$ cat src/rtl/usr_axi_pkg.sv
// Shared constants and types for the user-to-AXI write bridge.
// AXI burst/response encodings, FSM state enum, 4 KB page size.
package usr_axi_pkg;

    localparam logic [1:0] AXI_BURST_INCR = 2'b01;
    localparam logic [1:0] AXI_RESP_OKAY  = 2'b00;

    localparam int unsigned BOUNDARY_4K = 4096;

    typedef enum logic [1:0] {
        IDLE,
        AW,
        W,
        B
    } wr_state_e;

endpackage

$ cat src/rtl/usr_axi_wr_master_sync_fifo.sv
// Synchronous single-clock FIFO holding user write beats.
// Ports: clk, rst (sync, active high), push_i/wdata_i, pop_i/rdata_o,
//        empty_o, full_o, free_o (free entries).
module sync_fifo
    import usr_axi_pkg::*;
#(
    parameter int DW    = 64,
    parameter int DEPTH = 32
) (
    input  logic                     clk,
    input  logic                     rst,
    input  logic                     push_i,
    input  logic [DW-1:0]            wdata_i,
    input  logic                     pop_i,
    output logic [DW-1:0]            rdata_o,
    output logic                     empty_o,
    output logic                     full_o,
    output logic [$clog2(DEPTH):0]   free_o
);

    localparam int PTR_W = $clog2(DEPTH);
    localparam int CW    = PTR_W + 1;

    logic [DW-1:0]    mem_q [DEPTH];
    logic [PTR_W-1:0] wptr_q;
    logic [PTR_W-1:0] rptr_q;
    logic [CW-1:0]    cnt_q;
    logic             do_push;
    logic             do_pop;

    assign do_push = push_i & ~full_o;
    assign do_pop  = pop_i & ~empty_o;

    assign empty_o = (cnt_q == '0);
    assign full_o  = (cnt_q == CW'(DEPTH));
    assign free_o  = CW'(DEPTH) - cnt_q;
    assign rdata_o = mem_q[rptr_q];

    always_ff @(posedge clk) begin
        if (rst) begin
            wptr_q <= '0;
            rptr_q <= '0;
            cnt_q  <= '0;
        end else begin
            if (do_push) begin
                wptr_q <= wptr_q + PTR_W'(1);
            end
            if (do_pop) begin
                rptr_q <= rptr_q + PTR_W'(1);
            end
            unique case ({do_push, do_pop})
                2'b10:   cnt_q <= cnt_q + CW'(1);
                2'b01:   cnt_q <= cnt_q - CW'(1);
                default: cnt_q <= cnt_q;
            endcase
        end
    end

    // Storage needs no reset: pointers define what is valid.
    always_ff @(posedge clk) begin
        if (do_push) begin
            mem_q[wptr_q] <= wdata_i;
        end
    end

endmodule

$ cat src/rtl/usr_axi_wr_master.sv
// User write command + data stream to AXI4 INCR write bursts, split on
// MAX_BURST and 4 KB pages, one burst outstanding, wdone on last response.
// Ports: clk/rst (sync, active high); user side wstart, waddr, wdata_len,
//        wready, wdata_vld, wdata, busy, wdone, wr_err; AXI AW/W/B master.
// Option: define USR_AXI_WR_RESP_CHK_EN for a sticky bresp error flag.
module usr_axi_wr_master
    import usr_axi_pkg::*;
#(
    parameter int ADDR_WIDTH = 32,
    parameter int LEN_WIDTH  = 16,
    parameter int DATA_WIDTH = 64,
    parameter int MAX_BURST  = 16,
    parameter int FIFO_DEPTH = 32
) (
    input  logic                    clk,
    input  logic                    rst,
    input  logic                    wstart,
    input  logic [ADDR_WIDTH-1:0]   waddr,
    input  logic [LEN_WIDTH-1:0]    wdata_len,
    output logic                    wready,
    input  logic                    wdata_vld,
    input  logic [DATA_WIDTH-1:0]   wdata,
    output logic                    busy,
    output logic                    wdone,
    output logic                    wr_err,
    output logic [ADDR_WIDTH-1:0]   m_awaddr,
    output logic [7:0]              m_awlen,
    output logic [2:0]              m_awsize,
    output logic [1:0]              m_awburst,
    output logic                    m_awvalid,
    input  logic                    m_awready,
    output logic [DATA_WIDTH-1:0]   m_wdata,
    output logic [DATA_WIDTH/8-1:0] m_wstrb,
    output logic                    m_wlast,
    output logic                    m_wvalid,
    input  logic                    m_wready,
    input  logic [1:0]              m_bresp,
    input  logic                    m_bvalid,
    output logic                    m_bready
);

    localparam int BYTES = DATA_WIDTH / 8;
    localparam int SZ    = $clog2(BYTES);
    localparam int RW    = LEN_WIDTH + 1;
    localparam int CW    = $clog2(FIFO_DEPTH) + 1;

    wr_state_e             state_q;
    logic [ADDR_WIDTH-1:0] addr_q;
    logic [ADDR_WIDTH-1:0] addr_d;
    logic [ADDR_WIDTH-1:0] awaddr_q;
    logic [RW-1:0]         rem_q;
    logic [RW-1:0]         rem_d;
    logic [RW-1:0]         beats_in;
    logic [7:0]            awlen_q;
    logic [7:0]            beat_q;
    logic                  awvalid_q;
    logic                  bready_q;
    logic                  busy_q;
    logic                  wdone_q;
    logic                  wready_q;
    logic [8:0]            burst_cur;
    logic [8:0]            burst_d;
    logic [ADDR_WIDTH-1:0] burst_bytes;
    logic                  start_ok;
    logic                  pop;
    logic                  fifo_empty;
    logic                  fifo_full;
    logic [CW-1:0]         fifo_free;
    logic [DATA_WIDTH-1:0] fifo_head;

    // Beats left before the next 4 KB page, capped by length and MAX_BURST.
    function automatic logic [8:0] burst_of(
        input logic [11:0]   a12,
        input logic [RW-1:0] r
    );
        logic [31:0] to4k;
        logic [31:0] n;
        to4k = (BOUNDARY_4K - 32'(a12)) >> SZ;
        n    = 32'(r);
        if (n > 32'(MAX_BURST)) begin
            n = 32'(MAX_BURST);
        end
        if (n > to4k) begin
            n = to4k;
        end
        return 9'(n);
    endfunction

    assign beats_in    = (RW'(wdata_len) + RW'(BYTES - 1)) >> SZ;
    assign start_ok    = wstart & (wdata_len != '0);
    assign burst_cur   = {1'b0, awlen_q} + 9'd1;
    assign burst_bytes = ADDR_WIDTH'(burst_cur) << SZ;

    // Next burst origin: fresh command in IDLE, else step past this burst.
    always_comb begin
        addr_d = addr_q + burst_bytes;
        rem_d  = rem_q - RW'(burst_cur);
        if (state_q == IDLE) begin
            addr_d = waddr;
            rem_d  = beats_in;
        end
    end

    assign burst_d = burst_of(addr_d[11:0], rem_d);

    sync_fifo #(
        .DW    (DATA_WIDTH),
        .DEPTH (FIFO_DEPTH)
    ) u_fifo (
        .clk     (clk),
        .rst     (rst),
        .push_i  (wdata_vld & ~fifo_full),
        .wdata_i (wdata),
        .pop_i   (pop),
        .rdata_o (fifo_head),
        .empty_o (fifo_empty),
        .full_o  (fifo_full),
        .free_o  (fifo_free)
    );

    assign m_wvalid  = (state_q == W) & ~fifo_empty;
    assign m_wlast   = m_wvalid & (beat_q == awlen_q);
    assign m_wdata   = fifo_head;
    assign m_wstrb   = '1;
    assign pop       = m_wvalid & m_wready;
    assign m_awaddr  = awaddr_q;
    assign m_awlen   = awlen_q;
    assign m_awsize  = 3'(SZ);
    assign m_awburst = AXI_BURST_INCR;
    assign m_awvalid = awvalid_q;
    assign m_bready  = bready_q;
    assign busy      = busy_q;
    assign wdone     = wdone_q;
    assign wready    = wready_q;

    always_ff @(posedge clk) begin
        if (rst) begin
            state_q   <= IDLE;
            addr_q    <= '0;
            rem_q     <= '0;
            awaddr_q  <= '0;
            awlen_q   <= '0;
            awvalid_q <= 1'b0;
            beat_q    <= '0;
            bready_q  <= 1'b0;
            busy_q    <= 1'b0;
            wdone_q   <= 1'b0;
        end else begin
            wdone_q <= 1'b0;
            unique case (state_q)
                IDLE: begin
                    if (start_ok) begin
                        busy_q    <= 1'b1;
                        addr_q    <= addr_d;
                        rem_q     <= rem_d;
                        awaddr_q  <= addr_d;
                        awlen_q   <= 8'(burst_d - 9'd1);
                        awvalid_q <= 1'b1;
                        state_q   <= AW;
                    end
                end
                AW: begin
                    if (m_awready) begin
                        awvalid_q <= 1'b0;
                        beat_q    <= '0;
                        state_q   <= W;
                    end
                end
                W: begin
                    if (pop) begin
                        beat_q <= beat_q + 8'd1;
                        if (m_wlast) begin
                            bready_q <= 1'b1;
                            state_q  <= B;
                        end
                    end
                end
                B: begin
                    if (m_bvalid) begin
                        bready_q <= 1'b0;
                        addr_q   <= addr_d;
                        rem_q    <= rem_d;
                        if (rem_d == '0) begin
                            wdone_q <= 1'b1;
                            busy_q  <= 1'b0;
                            state_q <= IDLE;
                        end else begin
                            awaddr_q  <= addr_d;
                            awlen_q   <= 8'(burst_d - 9'd1);
                            awvalid_q <= 1'b1;
                            state_q   <= AW;
                        end
                    end
                end
                default: state_q <= IDLE;
            endcase
        end
    end

    // Drop at <=2 free: one cycle of register lag plus one of user reaction.
    always_ff @(posedge clk) begin
        if (rst) begin
            wready_q <= 1'b1;
        end else begin
            wready_q <= (fifo_free > CW'(2));
        end
    end

`ifdef USR_AXI_WR_RESP_CHK_EN
    logic err_q;

    always_ff @(posedge clk) begin
        if (rst) begin
            err_q <= 1'b0;
        end else if ((state_q == IDLE) && start_ok) begin
            err_q <= 1'b0;
        end else if (m_bvalid && bready_q && (m_bresp != AXI_RESP_OKAY)) begin
            err_q <= 1'b1;
        end
    end

    assign wr_err = err_q;
`else
    logic unused_bresp;

    assign unused_bresp = ^m_bresp;
    assign wr_err       = 1'b0;
`endif

endmodule

$ cat config.mk
export PLATFORM = sky130hd
export DESIGN_NAME = usr_axi_wr_master
export DESIGN_NICKNAME = d
export VERILOG_FILES = /design/src/rtl/usr_axi_pkg.sv /design/src/rtl/usr_axi_wr_master_sync_fifo.sv /design/src/rtl/usr_axi_wr_master.sv
export SDC_FILE = /design/constraint.sdc
export NUM_CORES = 2
export LEC_CHECK = 0
export ABC_AREA = 1
export BUFFER_PORTS_ARGS = -buffer_cell sky130_fd_sc_hd__buf_2
export CAP_MARGIN = 20
export CORE_MARGIN = 4
export CORE_UTILIZATION = 55
export CTS_BUF_LIST = sky130_fd_sc_hd__clkbuf_16
export CTS_CLUSTER_DIAMETER = 150
export DETAILED_ROUTE_END_ITERATION = 8
export PLACE_DENSITY = 0.75
export SYNTH_ARGS = -nofsm -noshare
export SYNTH_HDL_FRONTEND = slang
export SYNTH_HIERARCHICAL = 1
export SYNTH_SLANG_ARGS = --single-unit
$ cat constraint.sdc
create_clock -name clk -period 8.05 [get_ports clk]
set_clock_uncertainty 0.15 [all_clocks]
set_input_delay 1.61 -clock clk [delete_from_list [all_inputs] [get_ports clk]]
set_output_delay 1.61 -clock clk [all_outputs]
set_load 0.05 [all_outputs]
-- Yosys cells after proc, flatten, opt, wreduce, memory -nomap -nowiden
Memories as Yosys holds them, arrays and structs flattened. A register that Yosys moved wholly into a read port is not among the register bits.
Index checks and enable logic that the tools add are counted.
- $add $sub $neg: 12
- magnitude comparators: 3
- eq/ne operators: 14
- muxes and demuxes: 45
- bitwise gates (word level): 11
- reduce and logical (&&, ||, !) cells: 17
- operators by type and width (cell ; number):
    2-to-1 mux 32 bit ; 5
    one-hot mux 32 bit (2 select lines) ; 2
    2-to-1 mux 17 bit ; 4
    2-to-1 mux 8 bit ; 6
    one-hot mux 17 bit (2 select lines) ; 1
    adder 32 x 12 -> 32 bit ; 1
    one-hot mux 8 bit (2 select lines) ; 2
    > comparator 17 x 29 -> 1 bit ; 1
    adder 16 x 3 -> 17 bit, second input constant ; 1
    > comparator 17 x 5 -> 1 bit, second input constant ; 1
    logical NOT 17 bit ; 1
    subtractor 17 x 9 -> 17 bit ; 1
    nonzero test 16 bit ; 1
    subtractor 13 x 12 -> 14 bit, first input constant ; 1
    2-to-1 mux 1 bit ; 13
    != test 2 bit, second input constant ; 6
    one-hot mux 6 bit (2 select lines) ; 1
    AND reduction 4 bit ; 3
    adder 5 x 1 -> 5 bit, second input constant ; 2
    2-to-1 mux 2 bit ; 5
    2-to-1 mux 5 bit ; 2
    AND reduction 5 bit ; 2
    adder 8 x 1 -> 9 bit, second input constant ; 1
    adder 8 x 1 -> 8 bit, second input constant ; 1
    other kinds (21) ; 38
- flip-flop bits (word level): 120
- RAM bits: 2048
- input port bits: 121
- output and inout port bits: 125
- logic and storage cells: 117
- memories: 1
- memories (memory ; depth ; bits a word ; read ports ; clocked after Yosys merged registers in ; wr ports ; RTL line ; RTL):
    u_fifo.mem_q ; 32 ; 64 ; 1 ; 1 ; 1 ; usr_axi_wr_master_sync_fifo.sv:24 ; logic [DW-1:0] mem_q [DEPTH];

-- Longest topological paths before layout
- depth in word-level cells: 11
- depth in mapped cells: 37
- mapped depth without buffers: 37

-- Modules after synthesis
The synthesis kept the hierarchy.
- modules (own cells, without submodules) (module ; times used ; cells an instance ; area each (um2) ; seq. area each (um2)):
    sync_fifo ; 1 ; 6639 ; 82404.0 ; 61919.4
    usr_axi_wr_master ; 1 ; 1171 ; 7622.3 ; 2082.0

-- Worst setup path before layout
Ideal clock, no wire load.
- path kind: in2reg
- from: input wdata_vld
- to: memory u_fifo.mem_q[3][0] (enable)
- setup time: 565 ps
- arrival: 6336 ps
- data required time: 7335 ps
- path slack: 999 ps
- stages: 6
- buffers on the path: 0
- cells stage by stage: inv_1 -> nor2_1 -> inv_1 -> a21oi_1 -> inv_1 -> nor3_1
- longest elaborated chain between the ends: 4
- ends and longest elaborated chain (item ; RTL line ; RTL):
    from (decl) ; usr_axi_wr_master.sv:21 ; input logic wdata_vld,
    AND 1 bit ; usr_axi_wr_master.sv:112 ; .push_i (wdata_vld & ~fifo_full),
    AND 1 bit ; usr_axi_wr_master_sync_fifo.sv:31 ; assign do_push = push_i & ~full_o;
    2-to-1 mux 1 bit ; usr_axi_wr_master_sync_fifo.sv:61 ; if (do_push) begin
    2-to-1 mux 1 bit (not written as such) ; usr_axi_wr_master_sync_fifo.sv:62 ; mem_q[wptr_q] <= wdata_i;
    to (decl) ; usr_axi_wr_master_sync_fifo.sv:24 ;
Every way passes these cells.

==> summary.txt <==
Drt
  – Vias per cell: 6.06
  – Post-DRT Antenna Nets: 0
  – 1st-pass router iterations: 7
  – WL final: 240,000 µm
  – Wirelength per Cell: 23.4 µm
  – 1st-iter DRT viols: 8,200
  – Detailed-route via count: 62,027
  – Remaining DRCs: 0

Floorplan
  – Die Span Y: 413 µm
  – Die area: 0.170 mm²
  – Die X-Extent: 413 µm
  – Initial Util: 0.553
  – Core ar.: 0.163 mm²
  – IO Count: 246
  – Num rows: 148

Final layout
  – Filler Cells Inserted: 12,096
  – Area growth syn-to-layout: 10.4%
  – Area of the multi-input gates: 0.0228 mm²
  – Share of layout cells above drive strength 1: 0.0882
  – Fin nets: 8,035
  – Commonest non-fill, non-tap cell in the layout: edfxtp_1
  – Register Area: 0.0640 mm²
  – Most frequent cells in the layout: edfxtp_1 (2,048), nand2_1 (1,954), nand3_1 (1,567), o21ai_0 (394), inv_1 (330)

Global routing
  – Largest net degree at the start of global routing: 296
  – Total track usage: 0.276
  – Initial antenna violation count: 25
  – First-pass GRT wire length: 356,000 µm
  – Grt ovf: 0
  – Vias in the first global route: 58,746

Critical path
  – CP Class: reg2out
  – Crit-path cells: buf_4, buf_4, nand3_1, nand3_1, nand3_1, nand3_1, nand2_1, buf_2
  – WP data arrival: 4.75 ns
  – CP Max Fanout: 70
  – Setup crit end kind: primary output
  – CP max stage delay: 1.03 ns
  – Reg-to-reg critical path startpoint: m_awlen[1]
  – CP startpoint kind: flip-flop
  – CP required: 6.29 ns
  – CP max stage cell: dfxtp_4
  – CP most frequent cell: nand3_1

STA
  – Total negative slack: 0 ns
  – Pins Over Slew Limit: 0
  – Fin crit period: 6.51 ns
  – Slew headroom: 0.179
  – Fin. Hold Viols: 0
  – Fin Hold WS: 0.315 ns
  – Least-Margin Pin Slew: 1.23 ns
  – # setup viols final: 0
  – Fin crit share: 0.809
  – Fmax achieved: 0.154 GHz
  – Unrepaired setup endpoints after global routing: no

Flow run
  – Max-cap violations: 0

Clock tree
  – H-tree level count: 4
  – Total CTS buffers: 209
  – Clock Latency Late Sink: 0.84 ns
  – Clk slew on worst S/H paths: 0.06 ns
  – CTS max path bufs: 3
  – PostCTS Resize Cnt: 0
  – CTS tree: done
  – TritonCTS Sinks: 2,173
  – Setup bufs post-CTS: 0
  – Root buf cell: clkbuf_16
  – Hold Buf Count CTS: 0

Placement
  – GPL Wtd Cong: 0.895
  – Port Buf Inserts: 229
  – Dpl hpwl: 120,000 µm

Synthesis
  – Seq cells post-synth: 2,173
  – Yosys top cell area share: 0.683
  – Synthesized cell area: 0.0900 mm²
  – Yosys top cell by area: edfxtp_1
  – Synth Instances: 7,810
  – Synth Warn #: 6
  – Post-synthesis cell type count: 57
  – Register area share after synthesis: 0.711
  – Top cells by area, synth: edfxtp_1 (68%), nand3_1 (8.7%), nand2_1 (8.1%), dfxtp_1 (2.8%), o21ai_0 (2.2%)
  – Mean Syn Cell Area: 11.5 µm²

Hold path
  – HP Start: m_awvalid
  – Tightest Hold Check Type: reg2reg

Power
  – P_leak: 35.5 nW
  – Pwr Density: 299 mW/mm²
  – Worst vdd ir: 0.000382 V

Outcome
  – Status: complete, no violations
[final timing paths]
check                end  slack (ns)  cells past startpoint
max          m_wdata[52]        1.54                      8
min            m_awvalid        0.32                      2
max reg2reg   m_awlen[4]        2.26                     31
min reg2reg    m_awvalid        0.32                      2
[stage by stage]
step	instance area [µm²]	util	total power, mW	std cells	setup WS (ns)
floorplan	90100	-	18.7	7827	0.999
global placement	92700	0.570	20.4	9830	2.23
detailed placement	92800	0.570	20.5	9831	2.23
CTS	99300	0.610	29.7	10215	1.60
global route	99400	0.611	31.1	10231	1.38
finish	99400	0.611	29.7	10234	1.54
[state kept, by name, summed over array words and instances, names as in the netlist, named ones only]
signal and flops:
m_awvalid 1, u_fifo/rptr_q 5, wdone 1, rem_q 17
m_bready 1, u_fifo/cnt_q 6, m_awlen 8, addr_q 32
beat_q 8, wready 1, m_awaddr 32, u_fifo/wptr_q 5
u_fifo/mem_q 2048, state_q 2, busy 1
[critical path, delay by kind of cell, from the launching register on]
| family | cells | cell delay [ns] |
|---|---|---|
| buffers and inverters | 3 | 1.83 |
| DFF | 1 | 1.03 |
| and+or+nand+nor | 5 | 0.93 |
[cells by family after synthesis]
group           share of synthesized area
compound gates                     0.0497
simple gates                        0.190
xor+xnor                          0.00302
flops                               0.711
mux                              0.000445
other cells                     0.0000834
fa+ha+maj                         0.00656
buf+inv                            0.0396
[per-layer routing]
layer  GRT usage  part of all wire
met5           0           0.00011
met4       0.129             0.045
met3      0.0507              0.11
met2       0.452              0.48
met1       0.361              0.37
[power by group]
part	total [mW]	switching, mW	internal, mW
combinational	7.32	5.38	1.93
clock	9.28	4.17	5.11
sequential	13.1	0.296	12.8
[cell usage after synthesis (all sizes together)]
| library cell | number |
|---|---|
| o21bai | 2 |
| nor3 | 27 |
| ha | 44 |
| o211a | 1 |
| a21oi | 254 |
| nor3b | 5 |
| o31ai | 1 |
| or2 | 5 |
| nand2 | 1962 |
| xnor2 | 13 |
| inv | 281 |
| buf | 305 |
| clkinv | 2 |
| conb | 2 |
| o221ai | 2 |
| o211ai | 6 |
| o21ai | 435 |
| o22ai | 103 |
| nor2 | 336 |
| a211oi | 7 |
| clkbuf | 191 |
| dfxtp | 125 |
| mux2i | 4 |
| edfxtp | 2048 |
| o2111ai | 1 |
| nor4 | 3 |
| a221oi | 3 |
| nand4 | 23 |
| nand3b | 2 |
| nand3 | 1576 |
| fa | 2 |
| a31oi | 19 |
| a21boi | 1 |
| o41ai | 1 |
| xor2 | 18 |
[cell type report]
class / instances / share of cell area
repair buffers: 326 / 0.0218
multi-input cells: 4875 / 0.229
well taps: 2175 / 0.0274
flip-flops and latches: 2173 / 0.644
inverters: 283 / 0.0112
clock buffers: 212 / 0.0534
diodes: 18 / 0.000453
clock inverters: 172 / 0.0126
No activity file was read; power rests on OpenSTA's default activity.
